File: config.mk
export PLATFORM = sky130hd
export DESIGN_NAME = shift_add_mult_ctrl
export DESIGN_NICKNAME = d
export VERILOG_FILES = /design/src/rtl/shift_add_mult_ctrl.sv
export SDC_FILE = /design/constraint.sdc
export NUM_CORES = 1
export LEC_CHECK = 0
export ABC_AREA = 1
export CAP_MARGIN = 5
export CORE_ASPECT_RATIO = 2
export CORE_UTILIZATION = 50
export DETAILED_ROUTE_END_ITERATION = 6
export HOLD_SLACK_MARGIN = 0.03
export PLACE_DENSITY = 0.93
export SYNTH_ARGS = -nofsm -noshare
export SYNTH_HDL_FRONTEND = slang
export SYNTH_SLANG_ARGS = --single-unit
export TNS_END_PERCENT = 5
File: constraint.sdc
create_clock -name clk -period 4.4 [get_ports clk]
set_input_delay 0.44 -clock clk [delete_from_list [all_inputs] [get_ports clk]]
set_output_delay 0.44 -clock clk [all_outputs]
set_load 0.01 [all_outputs]
File: src/rtl/shift_add_mult_ctrl.sv
// Shift-and-add multiply controller that drives an external registered pipelined adder.
// One partial product is added per set multiplier bit. The product is returned on a valid/ready handshake.
module shift_add_mult_ctrl #(
  parameter int WIDTH   = 8,
  parameter int ADD_W   = 32,
  parameter int ADD_LAT = 2
) (
  input  logic               clk,
  input  logic               rst,
  input  logic               in_valid,
  output logic               in_ready,
  input  logic [WIDTH-1:0]   a_in,
  input  logic [WIDTH-1:0]   b_in,
  output logic [ADD_W-1:0]   add_a,
  output logic [ADD_W-1:0]   add_b,
  output logic               add_cin,
  input  logic [ADD_W-1:0]   add_sum,
  input  logic               add_cout,
  output logic               out_valid,
  input  logic               out_ready,
  output logic [2*WIDTH-1:0] product,
  output logic               busy
);

  localparam int IDX_W = (WIDTH > 1) ? $clog2(WIDTH) : 1;
  localparam int CNT_W = $clog2(ADD_LAT + 1);
  localparam logic [IDX_W-1:0] LAST_IDX = IDX_W'(WIDTH - 1);
  localparam logic [CNT_W-1:0] LAT_CNT  = CNT_W'(ADD_LAT);
  localparam logic [CNT_W-1:0] CNT_ONE  = CNT_W'(1);

  typedef enum logic [1:0] {IDLE, SCAN, WAIT, DONE} state_t;

  state_t               state_reg, state_next;
  logic [WIDTH-1:0]     a_reg, a_next;
  logic [WIDTH-1:0]     b_reg, b_next;
  logic [ADD_W-1:0]     acc_reg, acc_next;
  logic [IDX_W-1:0]     idx_reg, idx_next;
  logic [CNT_W-1:0]     wcnt_reg, wcnt_next;
  logic [ADD_W-1:0]     add_a_reg, add_a_next;
  logic [ADD_W-1:0]     add_b_reg, add_b_next;
  logic                 add_cin_reg, add_cin_next;
  logic [2*WIDTH-1:0]   product_reg, product_next;
  logic                 out_valid_reg, out_valid_next;

  // Carry-out can never be set while the product fits in the adder width.
  logic unused_cout;
  assign unused_cout = add_cout;

  always_ff @(posedge clk) begin
    if (rst) begin
      state_reg     <= IDLE;
      a_reg         <= '0;
      b_reg         <= '0;
      acc_reg       <= '0;
      idx_reg       <= '0;
      wcnt_reg      <= '0;
      add_a_reg     <= '0;
      add_b_reg     <= '0;
      add_cin_reg   <= 1'b0;
      product_reg   <= '0;
      out_valid_reg <= 1'b0;
    end else begin
      state_reg     <= state_next;
      a_reg         <= a_next;
      b_reg         <= b_next;
      acc_reg       <= acc_next;
      idx_reg       <= idx_next;
      wcnt_reg      <= wcnt_next;
      add_a_reg     <= add_a_next;
      add_b_reg     <= add_b_next;
      add_cin_reg   <= add_cin_next;
      product_reg   <= product_next;
      out_valid_reg <= out_valid_next;
    end
  end

  always_comb begin
    state_next     = state_reg;
    a_next         = a_reg;
    b_next         = b_reg;
    acc_next       = acc_reg;
    idx_next       = idx_reg;
    wcnt_next      = wcnt_reg;
    add_a_next     = add_a_reg;
    add_b_next     = add_b_reg;
    add_cin_next   = add_cin_reg;
    product_next   = product_reg;
    out_valid_next = out_valid_reg;
    case (state_reg)
      IDLE: begin
        if (in_valid) begin
          a_next     = a_in;
          b_next     = b_in;
          acc_next   = '0;
          idx_next   = '0;
          state_next = SCAN;
        end
      end
      SCAN: begin
        if (b_reg[idx_reg]) begin
          add_a_next   = acc_reg;
          add_b_next   = ADD_W'(a_reg) << idx_reg;
          add_cin_next = 1'b0;
          wcnt_next    = LAT_CNT;
          state_next   = WAIT;
        end else if (idx_reg == LAST_IDX) begin
          product_next   = acc_reg[2*WIDTH-1:0];
          out_valid_next = 1'b1;
          state_next     = DONE;
        end else begin
          idx_next = idx_reg + 1'b1;
        end
      end
      WAIT: begin
        wcnt_next = wcnt_reg - 1'b1;
        if (wcnt_reg == CNT_ONE) begin
          acc_next = add_sum;
          // On the last bit the fresh sum goes straight out, since acc updates on this same edge.
          if (idx_reg == LAST_IDX) begin
            product_next   = add_sum[2*WIDTH-1:0];
            out_valid_next = 1'b1;
            state_next     = DONE;
          end else begin
            idx_next   = idx_reg + 1'b1;
            state_next = SCAN;
          end
        end
      end
      DONE: begin
        if (out_ready) begin
          out_valid_next = 1'b0;
          state_next     = IDLE;
        end
      end
      default: state_next = IDLE;
    endcase
  end

  assign in_ready  = (state_reg == IDLE) && !rst;
  assign busy      = (state_reg != IDLE);
  assign add_a     = add_a_reg;
  assign add_b     = add_b_reg;
  assign add_cin   = add_cin_reg;
  assign product   = product_reg;
  assign out_valid = out_valid_reg;

endmodule

==> qor.yml, run 1 <==
run_status:
  status: "completed"
routing:
  via_per_inst: 5.08
  drt_iter0_drc: 230
  first_pass_iters: 5
  drc: 0
  wirelength_um: 13500
  wl_per_cell_um: 13.7
  vias: 5008
  drtAntennaViolNets: 0
clock_tree:
  cts.clk_slew.worst_paths_ns: 0.05
  ctsHoldBuffers: 0
  cts_tree: "built"
  cts.path.max_buffers: 2
  htreeDepth: 4
  numClockSinks: 119
  cts-resized-gates: 0
  cts-root-buf: "clkbuf_16"
  worstSkewPairLatency_ns: 0.40
  numCtsBuffers: 17
  post-cts-setup-buffers: 0
timing:
  setup_viol: 0
  rsz0062_at_grt: "no"
  slew_violations: 0
  timing.final.crit_share: 0.701
  fin_crit_ns: 3.09
  max_freq_ghz: 0.324
  fin_skew_ns: 0.00686
  fin_ws_ns: 1.31
  tightest_slew_ns: 1.20
  slew_headroom: 0.198
  tns_ns: 0
  hold_viol: 0
power_and_ir_drop:
  p_comb_frac: 0.333
  p_seq_frac: 0.327
  switching_share: 0.360
  intPower_w: 0.00287
  powerDensity_mw_per_mm2: 647
  leakage_nw: 2.87
  p_clk_frac: 0.340
  power_w: 0.00448
  vdd_ir_drop_max_v: 0.000416
  switchingPower_w: 0.00161
place:
  portBuffers: 117
  gp_congestion: 0.956
  hpwl_um: 8780
  dp.cells: 954
  post-place-ws_ns: 1.30
global_route:
  grt_busiest_layer: "met2"
  grt_use_met2: 0.462
  grt_use_total: 0.261
  overflow: 0
  grt_max_degree: 54
  antenna_found_initial: 0
  grt_use_met1: 0.273
  grt_pass1_vias: 4773
  grt_use_met3: 0.0697
  grt_pass1_wl_um: 21700
min_path:
  hp-class: "reg2reg"
critical_path:
  endpoint_kind: "flop"
  critical_path_class: "reg2reg"
  cpMaxStageDelayCell: "inv_2"
  cp_max_fo: 53
  cp.required_ns: 4.72
  slowest_delay_ns: 0.85
  crit_chain: "inv_1 > nand3_1 > nand3_4 > inv_2 > nand3_1 > a21oi_1"
  arrival_ns: 3.41
  startpoint_type: "flop"
  cp_common_cell: "nand3_1"
logic_synthesis:
  ys_ff_latch: 119
  synth_area_sq_mm: 0.00521
  synth_top_cell_area_share: 0.458
  yosysUniqueCellTypes: 24
  synth_top_area_cell: "dfxtp_1"
  syn_inst: 744
  ys_seq_area_frac: 0.458
  syn_avg_cell_area_sq_um: 7.00
  ys_warn_count: 0
  synth.area.top_cells: "dfxtp_1 46%, nand2_1 17%, a21oi_1 8.4%"
final_layout:
  drive_above_1_share: 0.0564
  final_common_cell: "nand2_1"
  area_delta_synth_final_pct: 33.2
  diodes: 0
  final_cell_mix: "230 x nand2_1, 119 x dfxtp_1, 116 x clkdlybuf4s50_1"
  final_cell_count_no_fill: 986
  nets: 901
floorplanning:
  core_sq_mm: 0.0101
  rows: 52
  die_x_um: 74.2
  io_pins: 137
  start_util: 0.513
  dieArea_sq_mm: 0.0108
  chipHeight_um: 146
job:
  maxCapViolations: 0
==> worst max-delay path, delay by kind of cell, from the launching register on <==
family          cells  cell delay [ns]
compound gates      1             0.19
flops               1             0.69
simple gates        3             0.90
buf+inv             2             1.20
==> per-stage QoR <==
step	hold WS [ns]	utilization	area, sq um
5_1_grt	0.474	0.683	6940
3_5_place_dp	0.449	0.619	6280
4_1_cts	0.457	0.683	6940
6_report	0.455	0.683	6940
2_1_floorplan	0.429	-	5270
3_3_place_gp	0.440	0.619	6280
==> metal layers <==
metal / part of all wire / routed length, um
met1: 0.38 / 5150
met2: 0.53 / 7170
met3: 0.049 / 666
met4: 0.036 / 483
met5: 0 / 0
==> power groups by stage <==
stage / registers, W / logic [W] / clock network [W]
detailed placement: 0.00148 / 0.00148 / 0
floorplan: 0.00147 / 0.00106 / 0
global route: 0.00149 / 0.00168 / 0.00159
global placement: 0.00147 / 0.00144 / 0
finish: 0.00147 / 0.00149 / 0.00152
CTS: 0.00146 / 0.00150 / 0.00154
==> Yosys cell counts <==
library cell	count
a211oi_1	1
a21oi_1	87
a221oi_1	1
buf_1	5
buf_2	11
buf_4	22
buf_6	3
clkbuf_1	22
conb_1	1
dfxtp_1	119
ha_1	10
inv_1	41
inv_2	4
nand2_1	230
nand3_1	29
nand3_2	2
nand3_4	1
nand4_1	1
nor2_1	90
nor3_1	8
o211ai_1	1
o21ai_0	49
o21ai_1	1
or2_2	5
==> path summary, 6_finish.rpt <==
check / start / end / slack (ns) / depth (start not counted)
hold / removal: b_reg[0] / b_reg[0] / 0.45 / 2
hold reg to reg: b_reg[0] / b_reg[0] / 0.45 / 2
setup reg to reg: idx_reg[2] / add_b[13] / 1.31 / 6
setup / recovery: idx_reg[2] / add_b[13] / 1.31 / 6
==> layout make-up <==
type,count,area (sq um)
Fill cell,852,3210
Clock inverter,12,199
Tap cell,135,169
Clock buffer,20,457
Inverter,45,169
Timing Repair Buffer,121,1200
Sequential cell,119,2380
Multi-Input combinational cell,534,2360
==> logic make-up after synthesis <==
kind of cell | after synthesis | share of synthesized area
other cells | 1 | 0.000720
fa+ha+maj | 10 | 0.0240
simple gates | 366 | 0.281
buf+inv | 108 | 0.101
flops | 119 | 0.458
compound gates | 140 | 0.136
Power figures use the tool's default switching activity.
==> run 2, diff against run 1 <==
Settings changed: CORE_UTILIZATION 50 to 49, PLACE_DENSITY 0.93 to 0.91.
Clock period 4.4 ns to 3.1 ns, I/O delays scaled along.
==> run 2 against run 1 <==
Global-route usage is 0.43 points lower. Final area fell by 0.25%. Final cell count up 0.30%. Critical path type unchanged. Largest cell class unchanged.
==> qor.yml, run 2 (synthesis results as in run 1) <==
run_status:
  status: "completed"  # unchanged
power_and_ir_drop:
  switchingPower_w: 0.00228  # was 0.00161 W
  p_seq_frac: 0.332  # was 0.327
  power_w: 0.00618  # was 0.00448 W
  vdd_ir_drop_max_v: 0.000591  # was 0.000416 V
  switching_share: 0.369  # was 0.360
  p_comb_frac: 0.351  # was 0.333
  intPower_w: 0.00390  # was 0.00287 W
  powerDensity_mw_per_mm2: 894  # was 647 mW/mm^2
  p_clk_frac: 0.316  # was 0.340
  leakage_nw: 2.86  # was 2.87 nW
routing:
  wirelength_um: 13500  # about the same
  drtAntennaViolNets: 0  # unchanged
  via_per_inst: 5.10  # was 5.08
  drt_iter0_drc: 242  # was 230
  drc: 0  # unchanged
  vias: 5043  # was 5008
  first_pass_iters: 5  # unchanged
  wl_per_cell_um: 13.6  # was 13.7 um
critical_path:
  slowest_delay_ns: 0.90  # was 0.85 ns
  cpMaxStageDelayCell: "inv_1"  # was inv_2
  crit_chain: "inv_1 > ha_1 > inv_2 > nor2_1 > inv_1 > o211ai_1 > inv_1 > nand3_1 > a21oi_1"  # was inv_1 > nand3_1 > nand3_4 > inv_2 > nand3_1 > a21oi_1
  cp_max_fo: 42  # was 53
  cp_num_buf_inv: 4  # was 2
  cp_top_family: "buffers and inverters"  # unchanged
  endpoint_kind: "flop"  # unchanged
  startpoint_type: "flop"  # unchanged
  arrival_ns: 3.08  # was 3.41 ns
  critical_path_class: "reg2reg"  # unchanged
  cp_common_cell: "inv_1"  # was nand3_1
  rrSetupSlack_ns: 0.35  # was 1.31 ns
  cp.required_ns: 3.43  # was 4.72 ns
final_layout:
  nets: 904  # was 901
  drive_above_1_share: 0.0609  # was 0.0564
  fill_cells: 850  # was 852
  final_cell_mix: "230 x nand2_1, 119 x dfxtp_1, 116 x clkdlybuf4s50_1"  # unchanged
  diodes: 0  # unchanged
  postLayoutCoreUtil: 0.677  # was 0.683
  area_delta_synth_final_pct: 32.9  # was 33.2%
  final_common_cell: "nand2_1"  # unchanged
job:
  maxCapViolations: 0  # unchanged
clock_tree:
  cts-root-buf: "clkbuf_16"  # unchanged
  numClockSinks: 119  # unchanged
  worstSkewPairLatency_ns: 0.41  # was 0.40 ns
  cts-resized-gates: 0  # unchanged
  htreeDepth: 4  # unchanged
  post-cts-setup-buffers: 0  # unchanged
  ctsHoldBuffers: 0  # unchanged
  cts_tree: "built"  # unchanged
  cts.clk_slew.worst_paths_ns: 0.05  # about the same
  cts.path.max_buffers: 2  # unchanged
  numCtsBuffers: 17  # unchanged
timing:
  tns_ns: 0  # unchanged
  fin_crit_ns: 2.75  # was 3.09 ns
  fin_skew_ns: 0.0115  # was 0.00686 ns
  setup_viol: 0  # unchanged
  fin_ws_ns: 0.347  # was 1.31 ns
  tightest_slew_ns: 1.22  # was 1.20 ns
  max_freq_ghz: 0.363  # was 0.324 GHz
  slew_violations: 0  # unchanged
  hold_viol: 0  # unchanged
  rsz0062_at_grt: "no"  # unchanged
  slew_headroom: 0.184  # was 0.198
  timing.final.crit_share: 0.888  # was 0.701
global_route:
  grt_use_total: 0.257  # was 0.261
  overflow: 0  # unchanged
  antenna_found_initial: 0  # unchanged
  grt_pass1_vias: 4649  # was 4773
  grt_pass1_wl_um: 21500  # was 21700 um
  grt_max_degree: 64  # was 54
floorplanning:
  start_util: 0.510  # was 0.513
  chipHeight_um: 148  # was 146 um
  core_sq_mm: 0.0102  # was 0.0101 sq mm
  rows: 52  # unchanged
  dieArea_sq_mm: 0.0111  # was 0.0108 sq mm
  die_x_um: 74.9  # was 74.2 um
  io_pins: 137  # unchanged
place:
  gp_congestion: 0.972  # was 0.956
  portBuffers: 117  # unchanged
  post-place-ws_ns: 0.398  # was 1.30 ns
  hpwl_um: 9070  # was 8780 um
min_path:
  hp-class: "reg2reg"  # unchanged
run 2: changes by cell type in the layout (fill, tap and decap cells not counted), sizes merged:
cell / before / now
buf: 5 / 8
bufinv: 5 / 2
clkinv: 3 / 5
clkbuf: 20 / 21
run 2: stage by stage:
stage          hold slack [ns]  cells  area (sq um)
2_1_floorplan            0.429    761          5270
6_report                 0.455    989          6920
3_3_place_gp             0.443    957          6310
4_1_cts                  0.455    989          6920
3_5_place_dp             0.447    957          6310
5_1_grt                  0.473    989          6920
run 2: path summary, 6_finish.rpt:
check                                  start          end  depth (start not counted)
worst max register to register  state_reg[0]  acc_reg[21]                          9
worst min-delay path             acc_reg[18]    add_a[18]                          2
worst min register to register   acc_reg[18]    add_a[18]                          2
worst max-delay path            state_reg[0]  acc_reg[21]                          9
run 2: tightest hold or removal path, cell delays in order, from the launching register on:
cell	delay, ns
dfxtp_1	0.30
nand2_1	0.06
a21oi_1	0.05
run 2: layout make-up:
| cell class | count | area (sq um) | area share |
|---|---|---|---|
| Sequential cell | 119 | 2380 | 0.344 |
| Multi-Input combinational cell | 534 | 2360 | 0.342 |
| Timing Repair Buffer | 124 | 1230 | 0.178 |
| Clock buffer | 21 | 480 | 0.0695 |
| Inverter | 45 | 169 | 0.0244 |
| Tap cell | 135 | 169 | 0.0244 |
| Clock inverter | 11 | 123 | 0.0177 |
run 2: layer usage:
layer | up-vias | track usage | wire (um)
met1 | 2295 | 0.268 | 5010
met5 | - | 0 | 0
met2 | 185 | 0.452 | 7220
li1 | 2519 | - | -
met4 | 0 | 0.149 | 575
met3 | 44 | 0.0559 | 668
run 2: power by group through the flow:
stage / logic, W / registers (W) / clock network, W
6_report: 0.00217 / 0.00206 / 0.00195
5_1_grt: 0.00246 / 0.00209 / 0.00205
4_1_cts: 0.00217 / 0.00205 / 0.00199
3_5_place_dp: 0.00216 / 0.00208 / 0
3_3_place_gp: 0.00210 / 0.00206 / 0
2_1_floorplan: 0.00150 / 0.00209 / 0
==> run 3, diff against run 2 <==
Settings changed: CAP_MARGIN 5 to 0, SLEW_MARGIN set to 20.
==> run 3 against run 2 <==
Final cell count stayed put. Clock power about the same. Die area stayed put. Hold slack got worse by 0.0013 ns. Sequential share of layout area unchanged. Largest power group unchanged.
==> qor.yml, run 3 (synthesis results as in run 1) <==
job:
  maxCapViolations: 0  # unchanged
final_layout:
  drive_above_1_share: 0.0621  # was 0.0609
  area_delta_synth_final_pct: 32.9  # unchanged
  fin_area_sq_mm: 0.00692  # unchanged
  nets: 904  # unchanged
  diodes: 0  # unchanged
  final_common_cell: "nand2_1"  # unchanged
  final_cell_mix: "230 x nand2_1, 119 x dfxtp_1, 116 x clkdlybuf4s50_1"  # unchanged
power_and_ir_drop:
  p_comb_frac: 0.352  # was 0.351
  p_clk_frac: 0.316  # about the same
  switchingPower_w: 0.00228  # about the same
  vdd_ir_drop_max_v: 0.000594  # was 0.000591 V
  intPower_w: 0.00390  # about the same
  switching_share: 0.369  # about the same
  power_w: 0.00618  # about the same
  p_seq_frac: 0.332  # about the same
  powerDensity_mw_per_mm2: 894  # about the same
  leakage_nw: 2.86  # about the same
clock_tree:
  numClockSinks: 119  # unchanged
  ctsHoldBuffers: 0  # unchanged
  numCtsBuffers: 17  # unchanged
  cts_tree: "built"  # unchanged
  htreeDepth: 4  # unchanged
  cts.path.max_buffers: 2  # unchanged
  post-cts-setup-buffers: 0  # unchanged
  cts-resized-gates: 0  # unchanged
  cts-root-buf: "clkbuf_16"  # unchanged
  cts.clk_slew.worst_paths_ns: 0.06  # was 0.05 ns
  worstSkewPairLatency_ns: 0.41  # about the same
floorplanning:
  die_x_um: 74.9  # unchanged
  dieArea_sq_mm: 0.0111  # unchanged
  core_sq_mm: 0.0102  # unchanged
  io_pins: 137  # unchanged
  start_util: 0.510  # unchanged
  chipHeight_um: 148  # unchanged
  rows: 52  # unchanged
critical_path:
  critical_path_class: "reg2reg"  # unchanged
  crit_start: "idx_reg[0]"  # was state_reg[0]
  cp_max_fo: 32  # was 42
  worst_r2r_path_depth: 7  # was 9
  endpoint_kind: "flop"  # unchanged
  reg2reg_from: "idx_reg[0]"  # was state_reg[0]
  cp.required_ns: 3.40  # was 3.43 ns
  r2r-end: "product[8]"  # was acc_reg[21]
  startpoint_type: "flop"  # unchanged
  crit_end: "product[8]"  # was acc_reg[21]
  arrival_ns: 2.76  # was 3.08 ns
  rrSetupSlack_ns: 0.64  # was 0.35 ns
routing:
  via_per_inst: 5.11  # was 5.10
  vias: 5055  # was 5043
  first_pass_iters: 5  # unchanged
  drt_iter0_drc: 242  # unchanged
  drc: 0  # unchanged
  drtAntennaViolNets: 0  # unchanged
  wl_per_cell_um: 13.6  # about the same
  wirelength_um: 13500  # about the same
place:
  hpwl_um: 9070  # unchanged
  placedInstanceArea_sq_mm: 0.00631  # unchanged
  gp_congestion: 0.972  # unchanged
  portBuffers: 117  # unchanged
timing:
  hold_viol: 0  # unchanged
  slew_headroom: 0.515  # was 0.184
  timing.final.crit_share: 0.793  # was 0.888
  tightest_slew_ns: 0.726  # was 1.22 ns
  setup_viol: 0  # unchanged
  fin_skew_ns: 0.0121  # was 0.0115 ns
  max_freq_ghz: 0.407  # was 0.363 GHz
  tns_ns: 0  # unchanged
  slew_violations: 0  # unchanged
  rsz0062_at_grt: "no"  # unchanged
  fin_crit_ns: 2.46  # was 2.75 ns
global_route:
  grt_pass1_wl_um: 21500  # unchanged
  antenna_found_initial: 0  # unchanged
  grt_max_degree: 64  # unchanged
  overflow: 0  # unchanged
  grt_use_total: 0.257  # unchanged
  grt_pass1_vias: 4649  # unchanged
run_status:
  status: "completed"  # unchanged
min_path:
  hp-class: "reg2reg"  # unchanged
  min_from: "acc_reg[18]"  # unchanged
## run 3: cell count changes in the layout (fill, tap and decap cells not counted)
cell   delta
inv_1     -1
inv_2     +1
## run 3: power by group through the flow
stage / clock network (W) / logic [W] / registers (W)
final: 0.00195 / 0.00218 / 0.00206
after global routing: 0.00205 / 0.00246 / 0.00209
after CTS: 0.00199 / 0.00217 / 0.00205
after detailed placement: 0 / 0.00216 / 0.00208
after global placement: 0 / 0.00210 / 0.00206
after floorplan: 0 / 0.00150 / 0.00209
## run 3: area by class of cell
type,count,area [sq um]
flip-flops and latches,119,2380
fillers,850,3300
clock inverters,11,123
clock buffers,21,480
inverters,45,169
repair buffers,124,1230
well taps,135,169
multi-input cells,534,2360
## run 3: metal layers
| layer | track usage | share of wire |
|---|---|---|
| met2 | 0.452 | 0.54 |
| met5 | 0 | 0 |
| met4 | 0.149 | 0.043 |
| met3 | 0.0559 | 0.054 |
| met1 | 0.268 | 0.37 |
## run 3: worst min-delay path by stage
stage | endpoint | depth (start not counted)
floorplan | b_reg[6] | 2
global placement | b_reg[5] | 2
detailed placement | b_reg[5] | 2
CTS | b_reg[5] | 2
global route | add_a[2] | 2
finish | add_a[18] | 2
## run 3: through the flow
step | setup slack (ns) | hold slack [ns] | cells | utilization
finish | 0.642 | 0.454 | 989 | 0.677
global route | 0.375 | 0.473 | 989 | 0.677
floorplan | 1.38 | 0.429 | 761 | -
CTS | 0.352 | 0.455 | 989 | 0.677
global placement | 0.518 | 0.443 | 957 | 0.618
detailed placement | 0.398 | 0.447 | 957 | 0.618
## run 3: worst max-delay path, stage by stage (launching register included)
cell	delay, ns
dfxtp_1	0.62
ha_1	0.26
ha_1	0.23
inv_1	0.05
a221oi_1	0.32
nand3_2	0.53
nor2_1	0.26
nor2_1	0.07
